$ cat src/rtl/expr_stream_gen_if.sv
// Character stream from the expression generator to its consumer.
// One character moves on every posedge where out_valid && out_ready. While out_valid is
// high and out_ready is low, the producer holds out_char stable and does not drop out_valid.
interface expr_stream_gen_if;
    logic       out_valid;
    logic       out_ready;
    logic [7:0] out_char;

    modport master (output out_valid, output out_char, input out_ready);
    modport slave  (input out_valid, input out_char, output out_ready);
endinterface

$ cat src/rtl/expr_stream_gen.sv
// Pseudo-random generator of well-formed ASCII expressions ('1'-'8', '+', '*', parens),
// emitted one character per transfer and terminated by a space.
module expr_stream_gen #(
    parameter int          MAX_DEPTH = 3,
    parameter int          MAX_LEN   = 32,
    parameter logic [15:0] SEED      = 16'hACE1,
    localparam int         DW        = (MAX_DEPTH < 1) ? 1 : $clog2(MAX_DEPTH + 1),
    localparam int         CW        = $clog2(MAX_LEN + 1)
) (
    input  logic                clk,
    input  logic                clr_n,
    input  logic                start,
    expr_stream_gen_if.master   stream,
    output logic                busy,
    output logic                done,
    output logic [DW-1:0]       depth,
    output logic [1:0]          state_dbg
);

    // OPND/OPTR name the rule set used for the next character; TERM means ' ' is presented.
    typedef enum logic [1:0] {IDLE, OPND, OPTR, TERM} state_t;

    typedef struct packed {
        logic [7:0] ch;
        state_t     nxt;
    } pick_t;

    state_t        state;
    logic [15:0]   lfsr;
    logic [15:0]   lfsr_nx;
    logic [CW-1:0] cnt;
    logic [DW-1:0] depth_nx;
    logic          xfer;
    pick_t         first_pick;
    pick_t         next_pick;

    // c+d+4 / c+d+3 / c+3 keep enough room to close every open paren and still end in budget.
    function automatic pick_t pick(input state_t rule, input int c, input int d,
                                   input logic [15:0] l);
        pick_t p;
        p.ch  = 8'h20;
        p.nxt = TERM;
        if (rule == OPND) begin
            if (l[0] && d < MAX_DEPTH && c + d + 4 <= MAX_LEN) begin
                p.ch  = 8'h28;
                p.nxt = OPND;
            end else begin
                p.ch  = 8'h31 + {5'd0, l[3:1]};
                p.nxt = OPTR;
            end
        end else begin
            if (d > 0 && (l[1] || c + d + 3 > MAX_LEN)) begin
                p.ch  = 8'h29;
                p.nxt = OPTR;
            end else if (d == 0 && (l[2:1] == 2'b00 || c + 3 > MAX_LEN)) begin
                p.ch  = 8'h20;
                p.nxt = TERM;
            end else begin
                p.ch  = l[2] ? 8'h2A : 8'h2B;
                p.nxt = OPND;
            end
        end
        return p;
    endfunction

    assign lfsr_nx   = {1'b0, lfsr[15:1]} ^ (lfsr[0] ? 16'hB400 : 16'h0000);
    assign xfer      = stream.out_valid && stream.out_ready;
    assign state_dbg = state;

    always_comb begin
        depth_nx = depth;
        if (stream.out_char == 8'h28)      depth_nx = depth + DW'(1);
        else if (stream.out_char == 8'h29) depth_nx = depth - DW'(1);
    end

    always_comb begin
        first_pick = pick(OPND, 0, 0, lfsr);
        next_pick  = pick(state, int'(cnt) + 1, int'(depth_nx), lfsr);
    end

    always_ff @(posedge clk or negedge clr_n) begin
        if (!clr_n) begin
            state            <= IDLE;
            lfsr             <= SEED;
            cnt              <= '0;
            depth            <= '0;
            busy             <= 1'b0;
            done             <= 1'b0;
            stream.out_valid <= 1'b0;
            stream.out_char  <= 8'h00;
        end else begin
            done <= 1'b0;
            case (state)
                IDLE: begin
                    if (start) begin
                        stream.out_char  <= first_pick.ch;
                        stream.out_valid <= 1'b1;
                        state            <= first_pick.nxt;
                        lfsr             <= lfsr_nx;
                        busy             <= 1'b1;
                        cnt              <= '0;
                        depth            <= '0;
                    end
                end
                TERM: begin
                    if (xfer) begin
                        stream.out_valid <= 1'b0;
                        busy             <= 1'b0;
                        done             <= 1'b1;
                        state            <= IDLE;
                        cnt              <= '0;
                        depth            <= '0;
                    end
                end
                default: begin
                    // Next character is loaded in the same edge that accepts the current one.
                    if (xfer) begin
                        depth           <= depth_nx;
                        cnt             <= cnt + CW'(1);
                        stream.out_char <= next_pick.ch;
                        state           <= next_pick.nxt;
                        lfsr            <= lfsr_nx;
                    end
                end
            endcase
        end
    end

endmodule

$ cat src/flat_wrapper.sv
// flat-port wrapper written by rule: the top's interface ports become plain ports
module expr_stream_gen_flat 
#(
    parameter int          MAX_DEPTH = 3,
    parameter int          MAX_LEN   = 32,
    parameter logic [15:0] SEED      = 16'hACE1,
    localparam int         DW        = (MAX_DEPTH < 1) ? 1 : $clog2(MAX_DEPTH + 1),
    localparam int         CW        = $clog2(MAX_LEN + 1)
)
  (clk, clr_n, start, busy, done, depth, state_dbg, stream_out_valid, stream_out_char, stream_out_ready);
  expr_stream_gen_if stream_i ();
  input  logic clk;
  input  logic clr_n;
  input  logic start;
  output logic busy;
  output logic done;
  output logic [DW-1:0] depth;
  output logic [1:0] state_dbg;
  output wire logic [$bits(stream_i.out_valid)-1:0] stream_out_valid;
  output wire logic [$bits(stream_i.out_char)-1:0] stream_out_char;
  input wire logic [$bits(stream_i.out_ready)-1:0] stream_out_ready;
  assign stream_out_valid = stream_i.out_valid;
  assign stream_out_char = stream_i.out_char;
  assign stream_i.out_ready = stream_out_ready;
  expr_stream_gen #(.MAX_DEPTH(MAX_DEPTH), .MAX_LEN(MAX_LEN), .SEED(SEED)) u_core (.clk(clk), .clr_n(clr_n), .start(start), .stream(stream_i), .busy(busy), .done(done), .depth(depth), .state_dbg(state_dbg));
endmodule
$ cat config.mk
export PLATFORM = sky130hd
export DESIGN_NAME = expr_stream_gen_flat
export DESIGN_NICKNAME = d
export VERILOG_FILES = /design/src/rtl/expr_stream_gen_if.sv /design/src/rtl/expr_stream_gen.sv /design/src/flat_wrapper.sv
export SDC_FILE = /design/constraint.sdc
export NUM_CORES = 1
export LEC_CHECK = 0
export ABC_AREA = 1
export BUFFER_PORTS_ARGS = -buffer_cell sky130_fd_sc_hd__buf_2
export CAP_MARGIN = 40
export CORE_MARGIN = 2
export CORE_UTILIZATION = 51
export CTS_CLUSTER_DIAMETER = 120
export DETAILED_ROUTE_END_ITERATION = 8
export PLACE_DENSITY = 0.75
export SYNTH_ARGS = -nofsm -noshare
export SYNTH_HDL_FRONTEND = slang
export SYNTH_SLANG_ARGS = --single-unit
$ cat constraint.sdc
create_clock -name clk -period 3.5 [get_ports clk]
set_clock_uncertainty 0.15 [all_clocks]
set_input_delay 0.35 -clock clk [delete_from_list [all_inputs] [get_ports clk]]
set_output_delay 0.35 -clock clk [all_outputs]
set_load 0.1 [all_outputs]
# Word-level counts from Yosys, hierarchy flattened
# Index checks and enable logic that the tools add are counted.
# W data, S select, Z words.
[totals]
reg_bits = 36
latchBits = 0
ram_bits = 0
mem_bits_ro = 0
inputBits = 4
out_inout_bits = 15
mem_count = 0
[classes]
addsub = 9
n_mul = 0
div = 0
magnitude_cmp = 5
n_eq_ne = 6
shift = 0
mux = 31
bitwise = 2
n_reduce_logical = 15
[ops]
columns = ["op", "n"]
rows = [
  ["$add A32 B3 Y32 const B", 2],
  ["$gt A32 B7 Y1 const B", 2],
  ["$mux W10", 5],
  ["$mux W16", 3],
  ["$add A32 B3 Y32", 1],
  ["$add A32 B4 Y32 const B", 1],
  ["$le A32 B7 Y1 const B", 1],
  ["$pmux W16 S2", 1],
  ["$mux W6", 3],
  ["$eq A8 B6 Y1 const B", 2],
  ["$mux W8", 2],
  ["$pmux W8 S2", 1],
  ["$xor A15 B16 Y16", 1],
  ["$mux W2", 7],
  ["$pmux W6 S2", 1],
  ["$reduce_and A3 Y1", 3],
  ["$pmux W2 S2", 2],
  ["$add A6 B1 Y7 const B", 1],
  ["$add A6 B3 Y7 const A", 1],
  ["$add A6 B1 Y6 const B", 1],
  ["$logic_not A2 Y1", 3],
  ["$logic_and A1 B1 Y1", 5],
  ["$mux W1", 5],
  ["$reduce_bool A2 Y1", 2],
  ["11 further kinds", 12],
]

# Logic depth before layout (Yosys ltp)
[logic_depth]
depth_word = 12
depth_mapped = 20
mapped_depth_nobuf = 20

# Least setup slack after synthesis
# No wires, ideal clock.
[synth_path]
path_kind = "register -> register"
start = "register u_core.stream.out_char[5]"
end = "register u_core.state[1], in the netlist u_core.state_dbg[1]"
setup_time_ns = 0.123
arrival_ns = 2.915
required_time_ns = 3.227
setup_slack_ns = 0.312
stages_incl_launch_ff = 20
period_less_slack_ns = 3.188
path_cell_list = "dfrtp_1 inv_1 nor2_1 inv_1 nor2_1 nand2_1 nand2_1 ha_1 inv_1 fa_1 nor2_1 nand2_1 nand2_1 nand2_1 nand3_1 nand2_1 o21bai_2 nand3_1 nand2_1 a21oi_1"
[synth_between]
elab_chain_cells = 12
elab_cells_between_ends = 23
classes_between = "3 x add/sub; 4 x order compare; 2 x eq/ne; 8 x mux; 6 x reduce/logical"
[synth_lines]
columns = ["element", "line_no", "text"]
rows = [
  ["start, declared", "expr_stream_gen_if.sv:9", "modport master (output out_valid, output out_char, input out_ready);"],
  ["start signal, assigned", "expr_stream_gen.sv:96", "stream.out_char <= first_pick.ch;"],
  ["start signal, assigned", "expr_stream_gen.sv:120", "stream.out_char <= next_pick.ch;"],
  ["$eq A8 B6 Y1", "expr_stream_gen.sv:73", "else if (stream.out_char == 8'h29) depth_nx = depth - DW'(1);"],
  ["$mux W2", "expr_stream_gen.sv:73", ""],
  ["$mux W2 (*)", "expr_stream_gen.sv:72", "if (stream.out_char == 8'h28) depth_nx = depth + DW'(1);"],
  ["$add A32 B3 Y32", "expr_stream_gen.sv:44, expr_stream_gen.sv:52", ""],
  ["$add A32 B3 Y32", "expr_stream_gen.sv:52", "if (d > 0 && (l[1] || c + d + 3 > MAX_LEN)) begin"],
  ["$gt A32 B7 Y1", "expr_stream_gen.sv:52", ""],
  ["$logic_or A1 B1 Y1", "expr_stream_gen.sv:52", ""],
  ["$logic_and A1 B1 Y1", "expr_stream_gen.sv:52", ""],
  ["$mux W10", "expr_stream_gen.sv:52", ""],
  ["$mux W10 (*)", "expr_stream_gen.sv:43", "if (rule == OPND) begin"],
  ["$mux W2 (*)", "expr_stream_gen.sv:117", "if (xfer) begin"],
  ["$pmux W2 S2 (*)", "expr_stream_gen.sv:93", "case (state)"],
  ["end signal, assigned", "expr_stream_gen.sv:98", "state <= first_pick.nxt;"],
  ["end signal, assigned", "expr_stream_gen.sv:121", "state <= next_pick.nxt;"],
  ["end, declared", "expr_stream_gen.sv:28", "state_t state;"],
]
# Mark *: on every way between the ends. The rest lies on a longest branch, timed or not. The select of a mux whose other input is x is not followed.
# A chain may end at the register's enable or synchronous reset.

# Worst setup path after layout
[layout_path]
start = "register u_core.stream.out_char[1]"
end = "register u_core.state[1], in the netlist u_core.state_dbg[1]"
# Same word-level chain as after synthesis.

==> impl_metrics.py <==
metrics = {
    "worst_setup_path": {
        "worst_setup_path_end_kind": "flop",
        "worst-path-max-fanout": 4,
        "arrival_ns": 2.76,
        "required_ns": 3.52,
        "ff2ff_path_depth": 17,
        "cpLargestDelayFamily": "simple AND/OR/NAND/NOR gates",
        "crit_chain": "nand3b_1, nor2_1, nand2_1, nand2_1, ha_1, inv_1, fa_1, nor2_1, nand2_1, nand2_1, nand2_1, nand3_1, nand2_1, o21bai_2, nand3_1, nand2_1, a21oi_1",
        "critical_path_depth": 17,
        "crit_path_start_kind": "flop",
        "endpoint": "u_core.state_dbg[1]",
        "crit_path_start": "u_core.stream.out_char[1]",
        "reg2reg_to": "u_core.state_dbg[1]",
        "slowest_stage": "dfrtp_1",
        "r2r-start": "u_core.stream.out_char[1]",
        "path_buf_inv": 1,
        "crit_top_cell": "nand2_1",
        "path_class": "reg -> reg",
        "max_stage_delay_ns": 0.42,
        "r2r_slack_ns": 0.76,
    },
    "clock_tree": {
        "cts_resized": 0,
        "insertion_delay_ns": 0.28,
        "root_buffer": "clkbuf_8",
        "cts_tree": "done",
        "cts_inserted_buffers": 5,
        "postCtsHoldBufs": 0,
        "path_clk_slew_ns": 0.07,
        "cts.sinks": 34,
        "post_cts_buffers": 0,
        "cts_buffer_depth": 2,
        "htreeDepth": 2,
    },
    "cells_and_area": {
        "syn2layout_area_growth_pct": 11.2,
        "layout_common_cells": "104 x nand2_1, 31 x inv_1, 26 x dfrtp_1",
        "fin_area_um2": 2390,
        "nets": 328,
        "drive_gt1_frac": 0.194,
        "final_common_cell": "nand2_1",
        "n_antenna_cell": 0,
    },
    "grt": {
        "grt-ovfl-total": 0,
        "antenna_found_initial": 0,
        "grt_usage": 0.198,
        "grt_pass1_wl_um": 7020,
        "grt_start_max_net_pins": 35,
        "grt_pass1_vias": 1585,
    },
    "place": {
        "placed_cell_area_um2": 2250,
        "gp_congestion": 0.865,
        "place_ws_ns": 0.745,
        "io_buffers": 16,
        "dpl.hpwl_um": 3020,
    },
    "synthesis": {
        "synthXorXnorAreaFrac": 0.0204,
        "synth-simple-area-share": 0.338,
        "synthMuxAreaShare": 0,
        "yosysUniqueCellTypes": 32,
        "yosys_warnings": 0,
        "ys_seq_area_frac": 0.400,
        "syn_area_um2": 2150,
        "synth_top_family_by_area": "simple AND/OR/NAND/NOR gates",
        "synthesis.instances": 298,
        "synth_seq_cells": 34,
        "syn-mean-instance-area_um2": 7.21,
        "synthAdderAreaFrac": 0.0617,
        "synth-compound-area-share": 0.0827,
    },
    "route": {
        "vias": 1788,
        "routed_wl_um": 4110,
        "drtIter0Drc": 77,
        "via_per_inst": 4.90,
        "ant_nets": 0,
        "dr.pass1.iters": 4,
        "avgRoutedWirePerCell_um": 11.3,
        "drc": 0,
    },
    "floorplanning": {
        "placementRows": 23,
        "boundaryPins": 19,
        "die_area_um2": 4750,
        "core_area_um2": 4030,
        "die_y_um": 68.9,
        "initial_core_util": 0.534,
        "die_w_um": 68.9,
    },
    "sta": {
        "worst_slew_pin_slew_ns": 0.746,
        "period_share": 0.784,
        "setup_slack_ns": 0.756,
        "slew_headroom": 0.502,
        "rsz0062_at_grt": "false",
        "holdWs_ns": -0.0149,
        "setup_viol": 0,
        "fin_crit_ns": 2.74,
        "finalHoldViolations": 26,
        "finalMaxSlewViolations": 0,
        "fmax_mhz": 364,
        "fin_tns_setup_ns": 0,
    },
    "hold_path": {
        "hp-class": "in -> async",
    },
    "status": {
        "status": "finished with violations",
        "violations": "hold timing",
    },
    "run": {
        "cap_violations": 0,
    },
}
## metal layers
| layer | part of all wire | GRT usage | wire length (um) |
|---|---|---|---|
| met4 | 0.0092 | 0.0515 | 38 |
| met2 | 0.45 | 0.316 | 1850 |
| met1 | 0.51 | 0.280 | 2080 |
| met5 | 0 | 0 | 0 |
| met3 | 0.034 | 0.0292 | 138 |
## metrics by stage
stage,hold slack [ns],cells,util
after floorplan,-0.0956,299,-
after global placement,0.301,357,0.558
after detailed placement,0.304,357,0.558
after CTS,0.00935,365,0.593
after global routing,0.0486,365,0.593
final,-0.0149,365,0.593
## state kept, by name, indices dropped and copies added (netlist names)
name	flops
u_core.depth	2
u_core.lfsr	16
u_core.stream.out_char	6
u_core.cnt	6
u_core.done	1
u_core.busy	1
u_core.state_dbg	2
## synthesized netlist by cell type
| master | count | area, um^2 |
|---|---|---|
| nand2_1 | 104 | 390 |
| inv_1 | 31 | 116 |
| dfrtp_1 | 26 | 651 |
| nor2_1 | 25 | 93.8 |
| nand3_1 | 17 | 85.1 |
| a21oi_1 | 9 | 45.0 |
| ha_1 | 9 | 113 |
| inv_2 | 9 | 33.8 |
| dfstp_2 | 8 | 210 |
| nand2_2 | 8 | 50.1 |
| o21ai_0 | 7 | 35.0 |
| o22ai_1 | 6 | 37.5 |
| o21ai_1 | 5 | 25.0 |
| xnor2_1 | 5 | 43.8 |
| nor2_2 | 4 | 25.0 |
| buf_4 | 3 | 22.5 |
| clkbuf_1 | 3 | 11.3 |
| nand4_1 | 3 | 18.8 |
| buf_2 | 2 | 10.0 |
| nand2_4 | 2 | 22.5 |
| a21o_1 | 1 | 7.51 |
| a21oi_2 | 1 | 8.76 |
| buf_6 | 1 | 11.3 |
| conb_1 | 1 | 3.75 |
| fa_1 | 1 | 20.0 |
| nand3_2 | 1 | 10.0 |
| nand3b_1 | 1 | 7.51 |
| nor2_4 | 1 | 11.3 |
| nor3_1 | 1 | 5.00 |
| o21bai_1 | 1 | 7.51 |
| o21bai_2 | 1 | 11.3 |
| or2_2 | 1 | 6.26 |
## kinds of logic after synthesis
family	Yosys count
simple gates	168
xor+xnor	5
flops	34
buf+inv	49
fa+ha+maj	10
other cells	1
compound gates	31
## layout make-up
class | count | area (um^2)
Clock inverter | 2 | 60.1
Timing Repair Buffer | 17 | 87.6
Multi-Input combinational cell | 216 | 1090
Clock buffer | 6 | 82.6
Sequential cell | 34 | 861
Inverter | 40 | 150
Fill cell | 386 | 1640
Tap cell | 50 | 62.6
## how the worst min path moves through the flow
stage | startpoint | to | slack [ns] | depth (start not counted)
after CTS | clr_n | u_core.cnt[4] | 0.009 | 1
final | clr_n | u_core.cnt[0] | -0.01 | 1
after detailed placement | u_core.lfsr[7] | u_core.lfsr[7] | 0.30 | 2
after global placement | u_core.lfsr[7] | u_core.lfsr[7] | 0.30 | 2
after global routing | clr_n | u_core.cnt[2] | 0.05 | 1
after floorplan | clr_n | u_core.busy | -0.1 | 0
## worst register-to-register path: cells and delay by family, from the launching register on
| family | cells | cell delay, ns |
|---|---|---|
| simple gates | 12 | 1.18 |
| fa+ha+maj | 2 | 0.59 |
| compound gates | 2 | 0.24 |
| flops | 1 | 0.42 |
| buf+inv | 1 | 0.06 |
Power is left out: the tool's default activity adds up to more than one toggle a clock period on the data nets, which glitch-free logic cannot reach.
